`src/rtl/fpu_op_sequencer.sv`:
```
// Single-issue sequencer between the FP issue stage and the shared FPU ALU:
// latches operands, strobes the ALU for a per-op latency, captures the result and keeps sticky flags.
module fpu_op_sequencer #(
  parameter int unsigned MUL_LAT = 4,
  parameter int unsigned DIV_LAT = 16,
  parameter int unsigned CNT_W   = 5
) (
  input  logic        clk,
  input  logic        reset,
  input  logic        req_valid,
  output logic        req_ready,
  input  logic [3:0]  req_op,
  input  logic [31:0] req_a,
  input  logic [31:0] req_b,
  output logic        rsp_valid,
  input  logic        rsp_ready,
  output logic [31:0] rsp_result,
  output logic        rsp_cond,
  output logic        rsp_err,
  output logic [31:0] alu_op1,
  output logic [31:0] alu_op2,
  output logic [9:0]  alu_ctl,
  input  logic [31:0] alu_result,
  input  logic        alu_com_result,
  input  logic [5:0]  alu_flags,
  output logic [5:0]  sticky_flags,
  input  logic        flags_clr
);

  typedef enum logic [1:0] {S_IDLE, S_EXEC, S_DONE} state_t;

  localparam logic [3:0]       OP_MUL = 4'd2;
  localparam logic [3:0]       OP_DIV = 4'd3;
  localparam logic [3:0]       OP_BLT = 4'd7;
  localparam logic [3:0]       OP_BGT = 4'd9;
  localparam logic [CNT_W-1:0] MUL_LD = CNT_W'(MUL_LAT - 1);
  localparam logic [CNT_W-1:0] DIV_LD = CNT_W'(DIV_LAT - 1);

  state_t           r_state;
  state_t           w_next;
  logic [CNT_W-1:0] r_cnt;
  logic [9:0]       r_strobe;
  logic             r_branch;
  logic [31:0]      r_op1;
  logic [31:0]      r_op2;
  logic [31:0]      r_result;
  logic             r_cond;
  logic             r_err;
  logic [5:0]       r_sticky;

  logic             w_accept;
  logic             w_capture;
  logic             w_legal;
  logic             w_branch;
  logic [9:0]       w_strobe;
  logic [CNT_W-1:0] w_lat_ld;

  // Opcode decode: compare/branch ops also raise the COM strobe (bit 6).
  always_comb begin
    w_legal  = (req_op <= OP_BGT);
    w_branch = (req_op >= OP_BLT) && (req_op <= OP_BGT);
    w_strobe = w_legal ? (10'd1 << req_op) : '0;
    if (w_branch) w_strobe[6] = 1'b1;
    case (req_op)
      OP_MUL:  w_lat_ld = MUL_LD;
      OP_DIV:  w_lat_ld = DIV_LD;
      default: w_lat_ld = '0;
    endcase
  end

  assign w_accept  = (r_state == S_IDLE) && req_valid;
  assign w_capture = (r_state == S_EXEC) && (r_cnt == '0);

  always_ff @(posedge clk) begin
    if (reset) r_state <= S_IDLE;
    else       r_state <= w_next;
  end

  always_comb begin
    w_next = r_state;
    case (r_state)
      S_IDLE: if (req_valid) w_next = w_legal ? S_EXEC : S_DONE;
      S_EXEC: if (r_cnt == '0) w_next = S_DONE;
      S_DONE: if (rsp_ready) w_next = S_IDLE;
      default: w_next = S_IDLE;
    endcase
  end

  always_comb begin
    req_ready = (r_state == S_IDLE);
    rsp_valid = (r_state == S_DONE);
    alu_ctl   = (r_state == S_EXEC) ? r_strobe : '0;
  end

  always_ff @(posedge clk) begin
    if (reset) begin
      r_cnt    <= '0;
      r_strobe <= '0;
      r_branch <= 1'b0;
      r_op1    <= '0;
      r_op2    <= '0;
      r_result <= '0;
      r_cond   <= 1'b0;
      r_err    <= 1'b0;
    end else if (w_accept) begin
      r_op1    <= req_a;
      r_op2    <= req_b;
      r_strobe <= w_strobe;
      r_branch <= w_branch;
      r_cnt    <= w_lat_ld;
      if (!w_legal) begin
        r_result <= '0;
        r_cond   <= 1'b0;
        r_err    <= 1'b1;
      end
    end else if (r_state == S_EXEC) begin
      if (r_cnt == '0) begin
        r_result <= alu_result;
        r_cond   <= r_branch & alu_com_result;
        r_err    <= 1'b0;
      end else begin
        r_cnt <= r_cnt - CNT_W'(1);
      end
    end
  end

  // A clear coinciding with a capture keeps only the newly captured flags.
  always_ff @(posedge clk) begin
    if (reset)          r_sticky <= '0;
    else if (flags_clr) r_sticky <= w_capture ? alu_flags : '0;
    else if (w_capture) r_sticky <= r_sticky | alu_flags;
  end

  assign rsp_result   = r_result;
  assign rsp_cond     = r_cond;
  assign rsp_err      = r_err;
  assign alu_op1      = r_op1;
  assign alu_op2      = r_op2;
  assign sticky_flags = r_sticky;

endmodule

```
`config.mk`:
```
export PLATFORM = sky130hd
export DESIGN_NAME = fpu_op_sequencer
export DESIGN_NICKNAME = d
export VERILOG_FILES = /design/src/rtl/fpu_op_sequencer.sv
export SDC_FILE = /design/constraint.sdc
export NUM_CORES = 1
export LEC_CHECK = 0
export ABC_AREA = 1
export BUFFER_PORTS_ARGS = -buffer_cell sky130_fd_sc_hd__buf_2
export CAP_MARGIN = 20
export CORE_ASPECT_RATIO = 0.7
export CORE_MARGIN = 2
export CORE_UTILIZATION = 46
export CTS_CLUSTER_SIZE = 25
export DETAILED_ROUTE_END_ITERATION = 6
export PLACE_DENSITY = 0.78
export SLEW_MARGIN = 30
export SYNTH_ARGS = -nofsm -noshare
export SYNTH_HDL_FRONTEND = slang
export SYNTH_SLANG_ARGS = --single-unit
```
`constraint.sdc`:
```
create_clock -name clk -period 1.6 [get_ports clk]
set_input_delay 0.4 -clock clk [delete_from_list [all_inputs] [get_ports clk]]
set_output_delay 0.4 -clock clk [all_outputs]
set_load 0.005 [all_outputs]
```
After elaboration in Yosys (flattened, before gate mapping)
Index checks and enable logic that the tools add are counted.
{ "totals": {"regBits": 122, "inputBits": 112, "out_inout_bits": 116, "wordCells": 63} }
{ "op_classes": {"n_addsub": 1, "order_cmp": 2, "n_eq_ne": 9, "shift": 1, "muxes": 27, "bitwise_logic": 2, "reduce_logical": 11} }
{ "ops": {"columns": ["op", "count"], "rows": [
  ["two-way mux 32 bit", 4],
  ["two-way mux 10 bit", 2],
  ["two-way mux 6 bit", 3],
  ["two-way mux 5 bit", 3],
  ["<< shifter 1 x 4 -> 10 bit, first input constant", 1],
  ["two-way mux 1 bit", 9],
  ["equality test 4 x 2 -> 1 bit, second input constant", 2],
  ["two-way mux 2 bit", 4],
  ["case mux 4 bit (2 select lines)", 1],
  ["inequality test 2 bit, second input constant", 3],
  ["bitwise OR 6 bit", 1],
  ["case mux 2 bit (3 select lines)", 1],
  ["AND reduction 3 bit", 2],
  ["nonzero test 2 bit", 3],
  ["zero test 5 bit", 1],
  ["subtractor 5 x 1 -> 5 bit, second input constant", 1],
  [">= comparator 4 x 3 -> 1 bit, second input constant", 1],
  ["less-or-equal comparator 4 bit, second input constant", 1],
  ["inequality test 2 x 1 -> 1 bit, second input constant", 2],
  ["logical AND 1 bit", 3],
  ["equality test 2 x 1 -> 1 bit, second input constant", 1],
  ["equality test 2 bit, second input constant", 1],
  ["zero test 2 bit", 1],
  ["AND reduction 2 bit", 1],
  ["AND 1 bit", 1]
]} }

Depth between registers and ports, before layout
{ "logic_depth": {"depth_word": 4, "ltp_mapped": 8, "depth_no_buf": 8} }

Worst setup path after synthesis
Ideal clock, no wire load.
{ "synth_timing": {"kind": "in2reg", "start": "in reset", "end": "reg r_op2[4], in the netlist alu_op2[4]", "setup_time_ns": 0.065, "arrival_time_ns": 1.292, "required_time_ns": 1.535, "slack_ns": 0.243, "stages": 6, "path_buffers": 3, "cell_sequence": "buf_2 -> inv_1 -> buf_2 -> clkbuf_1 -> o21ai_0 -> nor2_1"} }
{ "synth_rtl": {"columns": ["element", "line_no", "rtl"], "rows": [
  ["from (decl)", "9", "input logic reset,"],
  ["to (signal assigned)", "107", "r_op2 <= req_b;"],
  ["to (decl)", "45", "logic [31:0] r_op2;"]
]} }

Final worst setup path
{ "layout_timing": {"start": "reg r_state[0]", "end": "out alu_ctl[8]"} }
{ "layout_between": {"elab_chain_cells": 2} }
{ "layout_rtl": {"columns": ["element", "line_no", "rtl"], "rows": [
  ["from (decl)", "39", "state_t r_state;"],
  ["from (signal assigned)", "76", "else r_state <= w_next;"],
  ["equality test 2 x 1 -> 1 bit", "92", "alu_ctl = (r_state == S_EXEC) ? r_strobe : '0;"],
  ["two-way mux 10 bit", "92", null],
  ["to (decl)", "22", "output logic [9:0] alu_ctl,"]
]} }
Every way passes these cells.

==> flow_summary.yaml <==
placement:
  dp.cells: 1002
  hpwl_um: 8604
  place_ws_ps: 79.95
  gp_congestion: 0.8474
  portBuffers: 227
pwr:
  pwr-share-clk: 0.420
  switching_share: 0.2703
  vdd_drop_max_mv: 0.9768
  power.internal_mw: 6.572
  power_frac_seq: 0.394
  power_density_mw_per_mm2: 1337
  pwr-share-comb: 0.186
  p_leak_nw: 3.402
  p_switching_mw: 2.434
  p_total_mw: 9.007
clock_network:
  cts_buffers: 17
  cts_sinks: 122
  tritoncts: "yes"
  htree_levels: 4
  clk_latency_ps: 410
  cts-root-buf: "clkbuf_16"
  clock_path_buffers: 2
  clk_pin_slew_ps: 60
grt:
  met2_usage: 0.3607
  use_met3: 0.07013
  top_usage_layer: "met2"
  grt.total_usage: 0.2200
  grt_overflow_total: 0
  antenna_found_initial: 0
  grt_max_degree: 62
  use_met1: 0.2768
  grt_first_pass_wirelength_um: 19870
  grt_pass1_vias: 4248
route:
  wl_per_cell_um: 12.04
  drt_iter0_drc: 374
  via_per_inst: 4.723
  wl_um: 12480
  drc: 0
  routed-via-count: 4893
  ant_nets: 0
  dr.pass1.iters: 5
sta:
  slew_headroom: 0.8148
  fin_crit_sh: 1.090
  fmax_mhz: 573.6
  worst_slack_ps: -143.5
  fin_worst_skew_ps: 8.878
  whs_ps: 243.0
  slew_viol_final: 0
  hold_viol_final: 0
  finalCriticalPeriod_ps: 1743
  setup_viol: 10
  rsz0062_at_grt: "true"
  worstMarginPinSlew_ps: 277.8
synth:
  synthTopCellsByArea: "dfxtp_1 (52%), nor2_1 (18%), nand2_1 (11%)"
  ys_types: 24
  postSynthCellCount: 671
  yosys_warnings: 0
  yosysTopAreaCell: "dfxtp_1"
  ys_seq_area_frac: 0.5160
  synth.cell_area_mm2: 0.004733
  syn_area_per_cell_um2: 7.054
  synth_fp_nets: 784
  ys_seq_elements: 122
  synth_top_area_frac: 0.5160
setup_path:
  cp.required_ps: 1200
  r2r-start: "r_cnt[0]"
  path_class: "reg2out"
  start_kind: "register"
  cp-end-kind: "output pin"
  cp_max_fo: 4
  arrival_ps: 1340
  cp-startpoint: "r_state[0]"
  rrSetupSlack_ps: 140
final_layout:
  fillCellCount: 888
  drive_gt1_frac: 0.3249
  nNetsFinal: 1008
  fin_util: 0.6851
  final_common_cell: "buf_2"
  diodes: 0
  final_cells: 1036
  final_cell_mix: "buf_2 (225), nor2_1 (219), nand2_1 (140)"
  syn_to_final_growth_pct: 42.35
flow_run:
  max-cap-violations: 0
hold_path:
  hold_class: "in2reg"
  worstHoldStart: "req_a[7]"
die:
  rows: 30
  dieWidth_um: 125.2
  die_y_um: 88.87
  io_pins: 228
  dieArea_mm2: 0.01113
  core_mm2: 0.009834
  start_util: 0.4813
run_status:
  status: "finished with violations"
  violations: "negative setup slack"
[path summary, 6_finish.rpt]
check | endpoint | cells after the start
max | alu_ctl[8] | 6
min | alu_op1[7] | 3
max reg2reg | rsp_result[4] | 8
min reg2reg | r_strobe[6] | 2
[critical path, stage by stage (launching register included)]
cell	delay [ps]
dfxtp_2	330
inv_2	40
nor2_4	130
clkinv_4	90
buf_6	140
nor2_1	90
buf_2	130
[power by group through the flow]
stage / registers (mW) / logic, mW / clock network [mW]
floorplan: 3.64 / 0.920 / 0
global placement: 3.60 / 1.62 / 0
detailed placement: 3.61 / 1.63 / 0
CTS: 3.55 / 1.66 / 3.84
global route: 3.59 / 1.91 / 4.00
finish: 3.55 / 1.68 / 3.78
[what timing repair did]
action / 4_1_cts / 5_1_grt
setup endpoints to repair: 10 / 67
setup buffers: 2 / 0
pin swaps: 0 / 2
hold endpoints to repair: 0 / 0
gates resized for setup: 11 / 15
hold buffers: 0 / 0
[through the flow]
stage	TNS (ps)	instance area (um2)
final	-1176	6738
after global routing	-1933	6738
after CTS	-1137	6683
after detailed placement	0	6033
after global placement	0	6033
after floorplan	0	4733
[cells in the mapped netlist (all sizes together)]
library cell / n
nor2: 228
nand2: 142
dfxtp: 122
o21ai: 68
buf: 28
inv: 28
a21oi: 17
nand3: 14
clkbuf: 12
nand4: 4
a22oi: 3
nor3: 2
a31oi: 1
clkinv: 1
ha: 1
[metal layers]
layer | share of wire | vias up
met1 | 0.44 | 2182
li1 | - | 2538
met5 | 0 | -
met4 | 0.016 | 0
met3 | 0.072 | 20
met2 | 0.47 | 153
[logic make-up (layout without fill, tap and decap cells)]
group | count (synthesis) | after routing | share of synthesized area
flip-flops | 122 | 122 | 0.5160
AND/OR/NAND/NOR | 390 | 390 | 0.3196
AO/OA/AOI/OAI | 89 | 89 | 0.09675
buffers and inverters | 69 | 306 | 0.06503
adder cells (fa/ha/maj) | 1 | 1 | 0.002643
[registers in the layout, summed over array words and instances (netlist names)]
register	count
alu_op1	32
alu_op2	32
r_branch	1
r_cnt	5
r_state	2
r_strobe	10
rsp_cond	1
rsp_err	1
rsp_result	32
sticky_flags	6
[area by class of cell]
type,count,area [um2],area share
inverters,29,116.4,0.01727
flip-flops and latches,122,2447,0.3632
well taps,128,160.2,0.02377
clock inverters,10,116.4,0.01727
multi-input cells,480,2043,0.3032
repair buffers,245,1370,0.2033
clock buffers,22,484.2,0.07187
Power figures use the tool's default switching activity.
